**src/rtl/btn_input_ctrl.sv**
```systemverilog
`timescale 1ns/1ps
// Push-button conditioner: 2-flop sync, per-button debounce FSM,
// registered level plus press/release/long one-cycle pulses.
module btn_input_ctrl #(
  parameter int N_BTN       = 4,
  parameter int DB_CYCLES   = 1_000_000,
  parameter int LONG_CYCLES = 50_000_000
) (
  input  logic             clk_i,
  input  logic             rst_ni,
  input  logic [N_BTN-1:0] btn_i,
  output logic [N_BTN-1:0] level_o,
  output logic [N_BTN-1:0] press_o,
  output logic [N_BTN-1:0] release_o,
  output logic [N_BTN-1:0] long_o
);

  localparam int DBW = $clog2(DB_CYCLES + 1);
  localparam int HW  = $clog2(LONG_CYCLES + 1);

  localparam logic [DBW-1:0] DB_LAST  = DBW'(DB_CYCLES - 1);
  localparam logic [DBW-1:0] DB_ONE   = DBW'(1);
  localparam logic [HW-1:0]  HOLD_MAX = HW'(LONG_CYCLES);

  typedef enum logic [1:0] {
    IDLE,
    PRESS_WAIT,
    PRESSED,
    REL_WAIT
  } state_e;

  state_e           st_q   [N_BTN];
  state_e           st_d   [N_BTN];
  logic [DBW-1:0]   db_q   [N_BTN];
  logic [DBW-1:0]   db_d   [N_BTN];
  logic [HW-1:0]    hold_q [N_BTN];
  logic [HW-1:0]    hold_d [N_BTN];

  logic [N_BTN-1:0] s1_q, s2_q;
  logic [N_BTN-1:0] level_q, level_d;
  logic [N_BTN-1:0] press_q, press_d;
  logic [N_BTN-1:0] rel_q, rel_d;
  logic [N_BTN-1:0] long_q, long_d;

  always_comb begin
    for (int i = 0; i < N_BTN; i++) begin
      st_d[i]    = st_q[i];
      db_d[i]    = db_q[i];
      hold_d[i]  = hold_q[i];
      level_d[i] = level_q[i];
      press_d[i] = 1'b0;
      rel_d[i]   = 1'b0;
      long_d[i]  = 1'b0;

      // hold time keeps running through a release bounce
      if (st_q[i] == PRESSED || st_q[i] == REL_WAIT) begin
        if (hold_q[i] != HOLD_MAX) begin
          hold_d[i] = hold_q[i] + 1'b1;
          long_d[i] = (hold_d[i] == HOLD_MAX);
        end
      end

      unique case (st_q[i])
        IDLE: begin
          if (s2_q[i]) begin
            st_d[i] = PRESS_WAIT;
            db_d[i] = DB_ONE;
          end
        end
        PRESS_WAIT: begin
          if (!s2_q[i]) begin
            st_d[i] = IDLE;
            db_d[i] = '0;
          end else if (db_q[i] == DB_LAST) begin
            st_d[i]    = PRESSED;
            db_d[i]    = '0;
            press_d[i] = 1'b1;
            level_d[i] = 1'b1;
            hold_d[i]  = '0;
          end else begin
            db_d[i] = db_q[i] + 1'b1;
          end
        end
        PRESSED: begin
          if (!s2_q[i]) begin
            st_d[i] = REL_WAIT;
            db_d[i] = DB_ONE;
          end
        end
        REL_WAIT: begin
          if (s2_q[i]) begin
            st_d[i] = PRESSED;
            db_d[i] = '0;
          end else if (db_q[i] == DB_LAST) begin
            st_d[i]    = IDLE;
            db_d[i]    = '0;
            rel_d[i]   = 1'b1;
            level_d[i] = 1'b0;
          end else begin
            db_d[i] = db_q[i] + 1'b1;
          end
        end
        default: begin
          st_d[i]    = IDLE;
          db_d[i]    = '0;
          hold_d[i]  = '0;
          level_d[i] = 1'b0;
          long_d[i]  = 1'b0;
        end
      endcase
    end
  end

  always_ff @(posedge clk_i or negedge rst_ni) begin
    if (!rst_ni) begin
      s1_q    <= '0;
      s2_q    <= '0;
      level_q <= '0;
      press_q <= '0;
      rel_q   <= '0;
      long_q  <= '0;
      for (int i = 0; i < N_BTN; i++) begin
        st_q[i]   <= IDLE;
        db_q[i]   <= '0;
        hold_q[i] <= '0;
      end
    end else begin
      s1_q    <= btn_i;
      s2_q    <= s1_q;
      level_q <= level_d;
      press_q <= press_d;
      rel_q   <= rel_d;
      long_q  <= long_d;
      for (int i = 0; i < N_BTN; i++) begin
        st_q[i]   <= st_d[i];
        db_q[i]   <= db_d[i];
        hold_q[i] <= hold_d[i];
      end
    end
  end

  assign level_o   = level_q;
  assign press_o   = press_q;
  assign release_o = rel_q;
  assign long_o    = long_q;

endmodule

```
**config.mk**
```make
export PLATFORM = sky130hd
export DESIGN_NAME = btn_input_ctrl
export DESIGN_NICKNAME = d
export VERILOG_FILES = /design/src/rtl/btn_input_ctrl.sv
export SDC_FILE = /design/constraint.sdc
export NUM_CORES = 1
export LEC_CHECK = 0
export CAP_MARGIN = 20
export CORE_ASPECT_RATIO = 0.7
export CORE_MARGIN = 2
export CORE_UTILIZATION = 50
export CTS_CLUSTER_SIZE = 25
export DETAILED_ROUTE_END_ITERATION = 10
export GPL_TIMING_DRIVEN = 0
export PLACE_DENSITY = 0.66
export SLEW_MARGIN = 20
export SYNTH_ARGS = -nofsm -noshare
export SYNTH_HDL_FRONTEND = slang
export SYNTH_SLANG_ARGS = --single-unit
```
**constraint.sdc**
```tcl
create_clock -name clk_i -period 2.9 [get_ports clk_i]
set_input_delay 0.435 -clock clk_i [delete_from_list [all_inputs] [get_ports clk_i]]
set_output_delay 0.435 -clock clk_i [all_outputs]
set_load 0.05 [all_outputs]
```
==> run summary, run 1 <==
EDFF count, synth: 0
Distinct cells, synth: 74
Port Buffers: 21
FF-to-FF path depth: 10
Slew margin rel.: 35.6%
H-Tree Depth: 1
Core Area: 24600 sq um
Crit Reg-Reg Endpoint: hold_q[51]
Yosys top cell area share: 43.4%
Reg2Reg Setup Slack: 100 ps
GR Overflow Total: 0
IO Pins: 22
Worst hold path type: in -> reg
Max frequency: 0.358 GHz
Crit Path Class: reg -> reg
Setup crit end: hold_q[51]
Worst path slowest cell: or4_1
All-Layer GR Usage: 22.3%
Syn Inst Count: 1436
Area Overhead vs Synth: 14.0%
Sequential share of the synthesized area: 43.4%
Ys flop type: dfrtp_1
Drt initial violations: 1072
DRC: 0
Clk buf depth: 3
Chip Width: 193 microns
CP Launch Type: register
Die H: 136 microns
Hold slack: 349 ps
Leak Pwr: 5.87 nW
Stages on the worst setup path: 10
Worst slack, placed: -292 ps
DR pass1 iterations: 5
Max FO, Critical Path: 10
GPL Wtd Cong: 0.881
Most common cell after layout, fill and taps aside: dfrtp_1
CTS tree: done
Ranking of synthesized cells by area: dfrtp_1 43%, xor2_1 6.3%, nor2_1 5.8%
Layout cells sized above 1: 7.49%
Final hold vios: 0
FP Rows: 48
Via/cell ratio: 5.86
# nets final: 1514
Synthesized area: 12500 sq um
Final setup vio count: 0
Pwr/cell area: 483 nW/um^2
RSZ-0062 raised after global routing: no
Drt total wl: 28500 microns
Design area: 14200 sq um
Max-cap viol count: 0
Initial antenna violation count: 0
Status: complete, no violations
Clock Latency Late Sink: 520 ps
Yosys warns: 0
Post-synth ARST share: 100%
Worst Setup SP: hold_q[27]
Clk_skew: 18.6 ps
Setup TNS: 0 ps
First-pass GRT wire length: 48400 microns
Final setup margin: 104 ps
Max-slew violations: 0
CTS Sinks: 216
TritonCTS Buffers: 22
Mean Syn Cell Area: 8.68 sq um
Synth area leader: dfrtp_1
Reg-to-reg critical path startpoint: hold_q[27]
Area after DPL: 13200 sq um
Crit path capture type: register
Largest net degree at the start of global routing: 83
Critical Path AT: 3220 ps
Fin crit share: 96.4%
Post-synthesis register bit count: 216
Clock-pin transition on the worst setup and hold timing paths: 60 ps
Via count: 10700
# diodes: 0
HPWL after DPL: 19400 microns
Commonest cells after routing, fill and taps aside: 214 x dfrtp_1, 192 x nor2_1, 148 x nand2_1
CP Cell Sequence: inv_1 -> ha_1 -> or4bb_1 -> or4_1 -> o41a_1 -> buf_6 -> buf_8 -> a21oi_2 -> nor2_1 -> a211oi_2
Hold Path Origin: btn_i[3]
WP data required: 3320 ps
Final min period: 2800 ps
WL per Instance: 15.5 microns
Initial Util: 50.7%
Vias in the first global route: 9691
Total die area: 26200 sq um
Synthesized Nets: 1458
FILL cells: 2190
Max incr delay on CP: 560 ps
CP top delay family: simple AND/OR/NAND/NOR gates
Clk root buf: clkbuf_16
Peak supply drop: 0.498 mV
Number of routed nets with antenna violations: 0
Worst-margin pin slew: 958 ps
Worst path bufs/invs: 3
cells in the mapped netlist (5+ instances only):
library cell / number
a31oi_1: 20
o41ai_1: 5
nand3b_1: 7
dfrtp_1: 216
a22o_1: 5
and2_1: 10
and3_1: 34
nor3b_1: 8
and4_1: 18
nor3_1: 32
inv_1: 22
a21oi_1: 37
o21a_1: 6
ha_1: 16
nand3_1: 87
nand4_1: 71
or4_1: 10
or3_1: 11
o21ai_0: 111
a21boi_0: 7
nor2_1: 193
clkbuf_1: 64
nand2_1: 148
nor2b_1: 14
nor4_1: 22
buf_2: 8
nand4b_1: 9
nand2b_1: 8
xnor2_1: 39
o31ai_1: 25
xor2_1: 89
where the power goes:
part	total (W)	internal (W)	switching [W]	leakage, nW
registers	0.00319	0.00309	0.0000949	2.97
logic	0.000559	0.000176	0.000383	2.49
clock network	0.00312	0.00194	0.00118	0.405
total	0.00686	0.00521	0.00166	5.87
layout make-up:
cell class / count / area, sq um / share of cell area (%)
multi-input combinational: 1120 / 6780 / 47.7
clock buffer: 34 / 707 / 4.98
timing repair buffer: 34 / 365 / 2.57
inverter: 22 / 82.6 / 0.581
tap: 325 / 407 / 2.86
clock inverter: 6 / 105 / 0.740
sequential: 216 / 5410 / 38.1
buffer: 76 / 348 / 2.45
worst min-delay path by stage:
stage,endpoint,slack (ps),cells after the start
global route,s1_q[0],330,1
CTS,s1_q[0],330,1
global placement,s2_q[0],330,0
detailed placement,s2_q[0],340,0
finish,s1_q[3],350,1
floorplan,async pin,140,0
metal layers:
| metal | wire length [microns] | vias to the layer above | global-route usage, % |
|---|---|---|---|
| li1 | - | 5267 | - |
| met3 | 1460 | 34 | 3.59 |
| met2 | 11600 | 253 | 30.8 |
| met1 | 15000 | 5189 | 36.2 |
| met5 | 0 | - | 0 |
| met4 | 401 | 0 | 4.54 |
cells by family after synthesis:
family	Yosys count	synth area share, %
flip-flops	216	43.4
multiplexers	7	0.602
XOR/XNOR	128	9.00
adder cells (fa/ha/maj)	16	1.61
AND/OR/NAND/NOR	709	29.1
AO/OA/AOI/OAI	260	12.9
buffers and inverters	100	3.42
state kept, by name (all words and copies together), names as in the netlist, named ones only:
signal	flops
db_q	80
hold_q	104
level_o	4
long_o	4
press_o	4
release_o	4
s1_q	4
s2_q	4
st_q	4
metrics by stage:
step	total power (W)	instances	util [%]
after floorplan	0.00357	1436	-
after global placement	0.00377	1782	53.2
after detailed placement	0.00379	1785	53.6
after CTS	0.00696	1825	57.0
after global routing	0.00717	1833	57.8
final	0.00686	1833	57.8
repair_timing:
action                                  in CTS  in global routing
endpoints found under the setup margin      30                106
pin swaps                                    1                  2
hold buffers                                 1                  0
hold endpoints to repair                    61                  0
resized for setup                            8                 34
setup buffers                                0                  9
(Power assumes the default switching activity.)
==> run 2: changes to the inputs <==
==> constraint.sdc (replaced) <==
create_clock -name clk_i -period 3.3 [get_ports clk_i]
set_input_delay 0.495 -clock clk_i [delete_from_list [all_inputs] [get_ports clk_i]]
set_output_delay 0.495 -clock clk_i [all_outputs]
set_load 0.05 [all_outputs]
==> run summary, run 2 (same netlist as run 1, synthesis figures left out) <==
Worst Setup SP: hold_q[78] (was hold_q[27])
Met3 wire length: 1540 microns (was 1460 microns)
Reg2Reg Setup Slack: 290 ps (was 100 ps)
Final hold vios: 0 (unchanged)
Crit path capture type: register (unchanged)
Clk_skew: 19.4 ps (was 18.6 ps)
Crit Path Class: reg -> reg (unchanged)
FF-to-FF path depth: 6 (was 10)
FF/Latch Area: 5410 sq um (about the same)
Max incr delay on CP: 640 ps (was 560 ps)
Hold Crit Endpoint: s2_q[0] (was s1_q[3])
Via/cell ratio: 5.87 (was 5.86)
Multi-input gate area: 6680 sq um (was 6780 sq um)
Max FO, Critical Path: 9 (was 10)
GR Overflow Total: 0 (unchanged)
Initial Util: 50.7% (unchanged)
CP Cell Sequence: ha_1 -> nand3_1 -> nor2_1 -> nand4_1 -> xnor2_1 -> a2111oi_0 (was inv_1 -> ha_1 -> or4bb_1 -> or4_1 -> o41a_1 -> buf_6 -> buf_8 -> a21oi_2 -> nor2_1 -> a211oi_2)
Wl on met1: 14900 microns (was 15000 microns)
Post-route insts no fill: 1826 (was 1833)
Worst Hold Depth: 0 (was 1)
Max-slew violations: 0 (unchanged)
Clock Latency Late Sink: 530 ps (was 520 ps)
Largest reg by FF count: hold_q (unchanged)
Pwr/cell area: 430 nW/um^2 (was 483 nW/um^2)
Chip Width: 193 microns (unchanged)
# diodes: 0 (unchanged)
CTS Sinks: 216 (unchanged)
Drt initial violations: 1112 (was 1072)
GPL Wtd Cong: 0.881 (unchanged)
H-Tree Depth: 1 (unchanged)
Leak Pwr: 5.75 nW (was 5.87 nW)
WP data required: 3640 ps (was 3320 ps)
First-pass GRT wire length: 48500 microns (was 48400 microns)
Reg-to-reg critical path startpoint: hold_q[78] (was hold_q[27])
Worst path slowest cell: nor2_1 (was or4_1)
WL per Instance: 15.5 microns (about the same)
Fin crit share: 91.2% (was 96.4%)
Critical Path AT: 3340 ps (was 3220 ps)
Vias in the first global route: 9705 (was 9691)
Final setup vio count: 0 (unchanged)
Layout cells sized above 1: 5.66% (was 7.49%)
Port Buffers: 21 (unchanged)
RSZ-0062 raised after global routing: no (unchanged)
All-Layer GR Usage: 22.3% (about the same)
Peak supply drop: 0.440 mV (was 0.498 mV)
Total die area: 26200 sq um (unchanged)
Hold Path Origin: s1_q[0] (was btn_i[3])
CP top delay family: simple AND/OR/NAND/NOR gates (unchanged)
Via count: 10700 (about the same)
Number of routed nets with antenna violations: 0 (unchanged)
Clk buf depth: 3 (unchanged)
Met2 wire len: 11500 microns (was 11600 microns)
FILL cells: 2199 (was 2190)
DR top layer: met4 (unchanged)
Worst path bufs/invs: 0 (was 3)
HPWL after DPL: 19400 microns (unchanged)
Largest register FFs: 104 (unchanged)
Design area: 14000 sq um (was 14200 sq um)
Clk root buf: clkbuf_16 (unchanged)
DR pass1 iterations: 5 (unchanged)
Final setup margin: 292 ps (was 104 ps)
CTS tree: done (unchanged)
Worst hold path type: reg -> reg (was in -> reg)
# nets final: 1507 (was 1514)
CP Launch Type: register (unchanged)
Commonest cells after routing, fill and taps aside: 216 x dfrtp_1, 193 x nor2_1, 148 x nand2_1 (was 214 x dfrtp_1, 192 x nor2_1, 148 x nand2_1)
Drt total wl: 28300 microns (was 28500 microns)
Status: complete, no violations (unchanged)
Worst-margin pin slew: 974 ps (was 958 ps)
TritonCTS Buffers: 22 (unchanged)
Slew margin rel.: 34.5% (was 35.6%)
Core Area: 24600 sq um (unchanged)
IO Pins: 22 (unchanged)
Die H: 136 microns (unchanged)
Post CTS Setup Buffer Count: 0 (unchanged)
Regs by FF count: hold_q: 104 flops, db_q: 80 flops (unchanged)
Largest net degree at the start of global routing: 83 (unchanged)
Worst slack, placed: 108 ps (was -292 ps)
Max-cap viol count: 0 (unchanged)
Final min period: 3010 ps (was 2800 ps)
Area after DPL: 13200 sq um (unchanged)
Post-layout util: 57.0% (was 57.8%)
Inst Count DP: 1785 (unchanged)
Crit Reg-Reg Endpoint: long_o[0] (was hold_q[51])
Max frequency: 0.332 GHz (was 0.358 GHz)
Most common cell after layout, fill and taps aside: dfrtp_1 (unchanged)
FP Rows: 48 (unchanged)
Initial antenna violation count: 0 (unchanged)
Clock-pin transition on the worst setup and hold timing paths: 60 ps (about the same)
Area Overhead vs Synth: 12.4% (was 14.0%)
DRC: 0 (unchanged)
run 2: cell types whose count changed in the layout (fill, tap and decap cells not counted), moves of 3 or more:
cell      previous run  this run
clkbuf_1            55        65
buf_4                8         0
clkbuf_2             9         1
nor3_1              29        32
nor3_2               3         0
nor3b_2              0         3
nor3b_4              4         1
run 2: power by group:
part	leakage, nW	internal, W	switching, W	total [W]
Combinational	2.37	0.000151	0.000335	0.000486
Clock	0.405	0.00170	0.00104	0.00274
Sequential	2.98	0.00272	0.0000816	0.00280
run 2: final cells by class:
type,count,share of cell area [%]
timing repair buffer,25,2.04
buffer,78,2.46
clock buffer,34,5.04
multi-input combinational,1120,47.6
sequential,216,38.6
inverter,22,0.589
clock inverter,6,0.750
tap,325,2.90
run 2: worst reg2reg max path: cells and delay by family, from the launching register on:
kind                     cells  cell delay [ps]
XOR/XNOR                     1              200
flip-flops                   1              540
AND/OR/NAND/NOR              3             1220
AO/OA/AOI/OAI                1              590
adder cells (fa/ha/maj)      1              280
run 2: metal layers:
metal	global-route usage, %	vias to the layer above
li1	-	5249
met1	36.3	5168
met2	30.8	271
met3	3.59	30
met4	4.54	0
met5	0	-
run 2: stage by stage:
stage	TNS (ps)	hold WS (ps)	power, W
detailed placement	0	336	0.00333
floorplan	0	199	0.00314
CTS	0	351	0.00611
global placement	-1627160	332	0.00331
finish	0	350	0.00603
global route	0	354	0.00629
run 2: worst max-delay path by stage:
stage,cells after the start,end
detailed placement,7,long_o[2]
global placement,1,hold_q[68]
finish,6,long_o[0]
CTS,7,long_o[2]
global route,6,long_o[0]
floorplan,10,hold_q[51]
run 2: timing repair:
item | 4_1_cts | 5_1_grt
hold buffers | 1 | 0
setup endpoints to repair | 0 | 1
hold endpoints to repair | 61 | 0
gates resized for setup | 0 | 5
==> run 3: changes to the inputs <==
--- a/config.mk
+++ b/config.mk
@@ -8,11 +8,11 @@
 export CAP_MARGIN = 20
 export CORE_ASPECT_RATIO = 0.7
 export CORE_MARGIN = 2
-export CORE_UTILIZATION = 50
+export CORE_UTILIZATION = 55
 export CTS_CLUSTER_SIZE = 25
 export DETAILED_ROUTE_END_ITERATION = 10
 export GPL_TIMING_DRIVEN = 0
-export PLACE_DENSITY = 0.66
+export PLACE_DENSITY = 0.72
 export SLEW_MARGIN = 20
 export SYNTH_ARGS = -nofsm -noshare
 export SYNTH_HDL_FRONTEND = slang
==> run summary, run 3 (same netlist as run 1, synthesis figures left out) <==
Status: complete, no violations (unchanged)
Total die area: 23900 sq um (was 26200 sq um)
Peak supply drop: 0.509 mV (was 0.440 mV)
Clk root buf: clkbuf_16 (unchanged)
WP data required: 3680 ps (was 3640 ps)
Vias in the first global route: 9626 (was 9705)
Regs by FF count: hold_q: 104 flops, db_q: 80 flops (unchanged)
First-pass GRT wire length: 48100 microns (was 48500 microns)
Crit Path Class: reg -> reg (unchanged)
Clock-pin transition on the worst setup and hold timing paths: 60 ps (about the same)
CTS Sinks: 216 (unchanged)
GR Overflow Total: 0 (unchanged)
Area Overhead vs Synth: 11.9% (was 12.4%)
Max-slew violations: 0 (unchanged)
Max FO, Critical Path: 9 (unchanged)
Clk_skew: 25.1 ps (was 19.4 ps)
HPWL after DPL: 18900 microns (was 19400 microns)
Layout cells sized above 1: 5.26% (was 5.66%)
FF/Latch Area: 5410 sq um (unchanged)
CP Cell Sequence: ha_1 -> nand3_1 -> nor3_2 -> and2_0 -> buf_2 -> or4b_2 -> a2111oi_0 (was ha_1 -> nand3_1 -> nor2_1 -> nand4_1 -> xnor2_1 -> a2111oi_0)
Worst path bufs/invs: 1 (was 0)
Worst hold path type: reg -> reg (unchanged)
FILL cells: 1937 (was 2199)
H-Tree Depth: 1 (unchanged)
Via/cell ratio: 5.94 (was 5.87)
Final setup vio count: 0 (unchanged)
WL per Instance: 15.6 microns (was 15.5 microns)
Leak Pwr: 5.72 nW (was 5.75 nW)
Commonest cells after routing, fill and taps aside: 216 x dfrtp_1, 193 x nor2_1, 148 x nand2_1 (unchanged)
RSZ-0062 raised after global routing: no (unchanged)
TritonCTS Buffers: 23 (was 22)
Final hold vios: 0 (unchanged)
Post-route insts no fill: 1789 (was 1826)
Crit path capture type: register (unchanged)
Internal: 0.00458 W (was 0.00457 W)
IO Pins: 22 (unchanged)
Via count: 10600 (was 10700)
Core Area: 22400 sq um (was 24600 sq um)
GPL Wtd Cong: 0.916 (was 0.881)
CP Launch Type: register (unchanged)
Final min period: 3070 ps (was 3010 ps)
Largest reg by FF count: hold_q (unchanged)
Worst Hold Depth: 0 (unchanged)
Inst Count DP: 1748 (was 1785)
Switching power: 0.00146 W (about the same)
Port Buffers: 21 (unchanged)
Max-cap viol count: 0 (unchanged)
# diodes: 0 (unchanged)
DRC: 0 (unchanged)
Clock Power Share: 45.8% (was 45.5%)
Initial Util: 55.5% (was 50.7%)
All-Layer GR Usage: 24.0% (was 22.3%)
Critical Path AT: 3450 ps (was 3340 ps)
DR pass1 iterations: 7 (was 5)
Initial antenna violation count: 0 (unchanged)
CTS tree: done (unchanged)
Worst path slowest cell: or4b_2 (was nor2_1)
Sequential share of power: 46.4% (was 46.5%)
Worst-margin pin slew: 1190 ps (was 974 ps)
Most common cell after layout, fill and taps aside: dfrtp_1 (unchanged)
Largest net degree at the start of global routing: 91 (was 83)
Drt initial violations: 932 (was 1112)
Die H: 130 microns (was 136 microns)
# nets final: 1508 (was 1507)
Max frequency: 0.325 GHz (was 0.332 GHz)
FF-to-FF path depth: 7 (was 6)
Max incr delay on CP: 590 ps (was 640 ps)
Post-layout util: 62.1% (was 57.0%)
Fin crit share: 93.2% (was 91.2%)
Slew margin rel.: 19.7% (was 34.5%)
Combinational fraction of design power: 7.9% (was 8.1%)
FP Rows: 46 (was 48)
Stages on the worst setup path: 7 (was 6)
Chip Width: 184 microns (was 193 microns)
Switching share of power: 24.2% (was 24.1%)
Clock Latency Late Sink: 530 ps (about the same)
CP top delay family: simple AND/OR/NAND/NOR gates (unchanged)
Drt total wl: 28000 microns (was 28300 microns)
Pwr/cell area: 433 nW/um^2 (was 430 nW/um^2)
Clk buf depth: 3 (unchanged)
Largest register FFs: 104 (unchanged)
Number of routed nets with antenna violations: 0 (unchanged)
Multi-input gate area: 6650 sq um (was 6680 sq um)
run 3: cell types whose count changed in the layout (fill, tap and decap cells not counted), sizes merged:
cell	delta
bufinv	+1
clkbuf	-2
clkinv	-1
clkinvlp	+1
inv	+1
run 3: stage by stage:
stage | setup TNS, ps | hold WS (ps) | power, W | setup slack [ps] | area [sq um]
3_3_place_gp | -1609840 | 333 | 0.00331 | -7470 | 13000
5_1_grt | 0 | 365 | 0.00631 | 22.3 | 13900
6_report | 0 | 350 | 0.00604 | 226 | 13900
3_5_place_dp | 0 | 336 | 0.00332 | 301 | 13100
4_1_cts | 0 | 352 | 0.00612 | 264 | 13900
2_1_floorplan | 0 | 199 | 0.00314 | 688 | 12500
run 3: layout make-up:
type / instances / share of cell area (%)
inverters: 22 / 0.592
flip-flops and latches: 216 / 38.8
clock buffers: 32 / 4.73
multi-input cells: 1120 / 47.7
well taps: 288 / 2.58
clock inverters: 8 / 1.08
plain buffers: 78 / 2.47
repair buffers: 25 / 2.06
run 3: worst reg2reg max path, stage by stage (launching register included):
cell and delay [ps]:
dfrtp_1 510, ha_1 360, nand3_1 180, nor3_2 520, and2_0 190, buf_2 190, or4b_2 590, a2111oi_0 410
run 3: final timing paths:
kind	startpoint	endpoint	slack (ps)
max in group asynchronous	rst_ni	long_o[2]	1690
min	s1_q[1]	s2_q[1]	350
max reg2reg	hold_q[26]	long_o[2]	230
min reg2reg	s1_q[1]	s2_q[1]	350
max	hold_q[26]	long_o[2]	230
min in group asynchronous	rst_ni	hold_q[3]	490
run 3: metal layers:
layer / track usage, % / vias up / wire length [microns]
li1: - / 5254 / -
met1: 38.6 / 5071 / 14400
met2: 34.0 / 275 / 11500
met3: 3.66 / 25 / 1710
met4: 4.66 / 0 / 345
met5: 0 / - / 0
run 3: timing repair:
action,CTS,global route
resized for setup,0,0
hold buffers,1,0
hold endpoints to repair,58,0
buffers inserted,0,0
run 3: power groups by stage:
stage	Sequential, W	Clock (W)	Combinational [W]
floorplan	0.00283	0	0.000310
global placement	0.00285	0	0.000461
detailed placement	0.00284	0	0.000479
CTS	0.00280	0.00284	0.000482
global route	0.00281	0.00295	0.000549
finish	0.00280	0.00276	0.000474
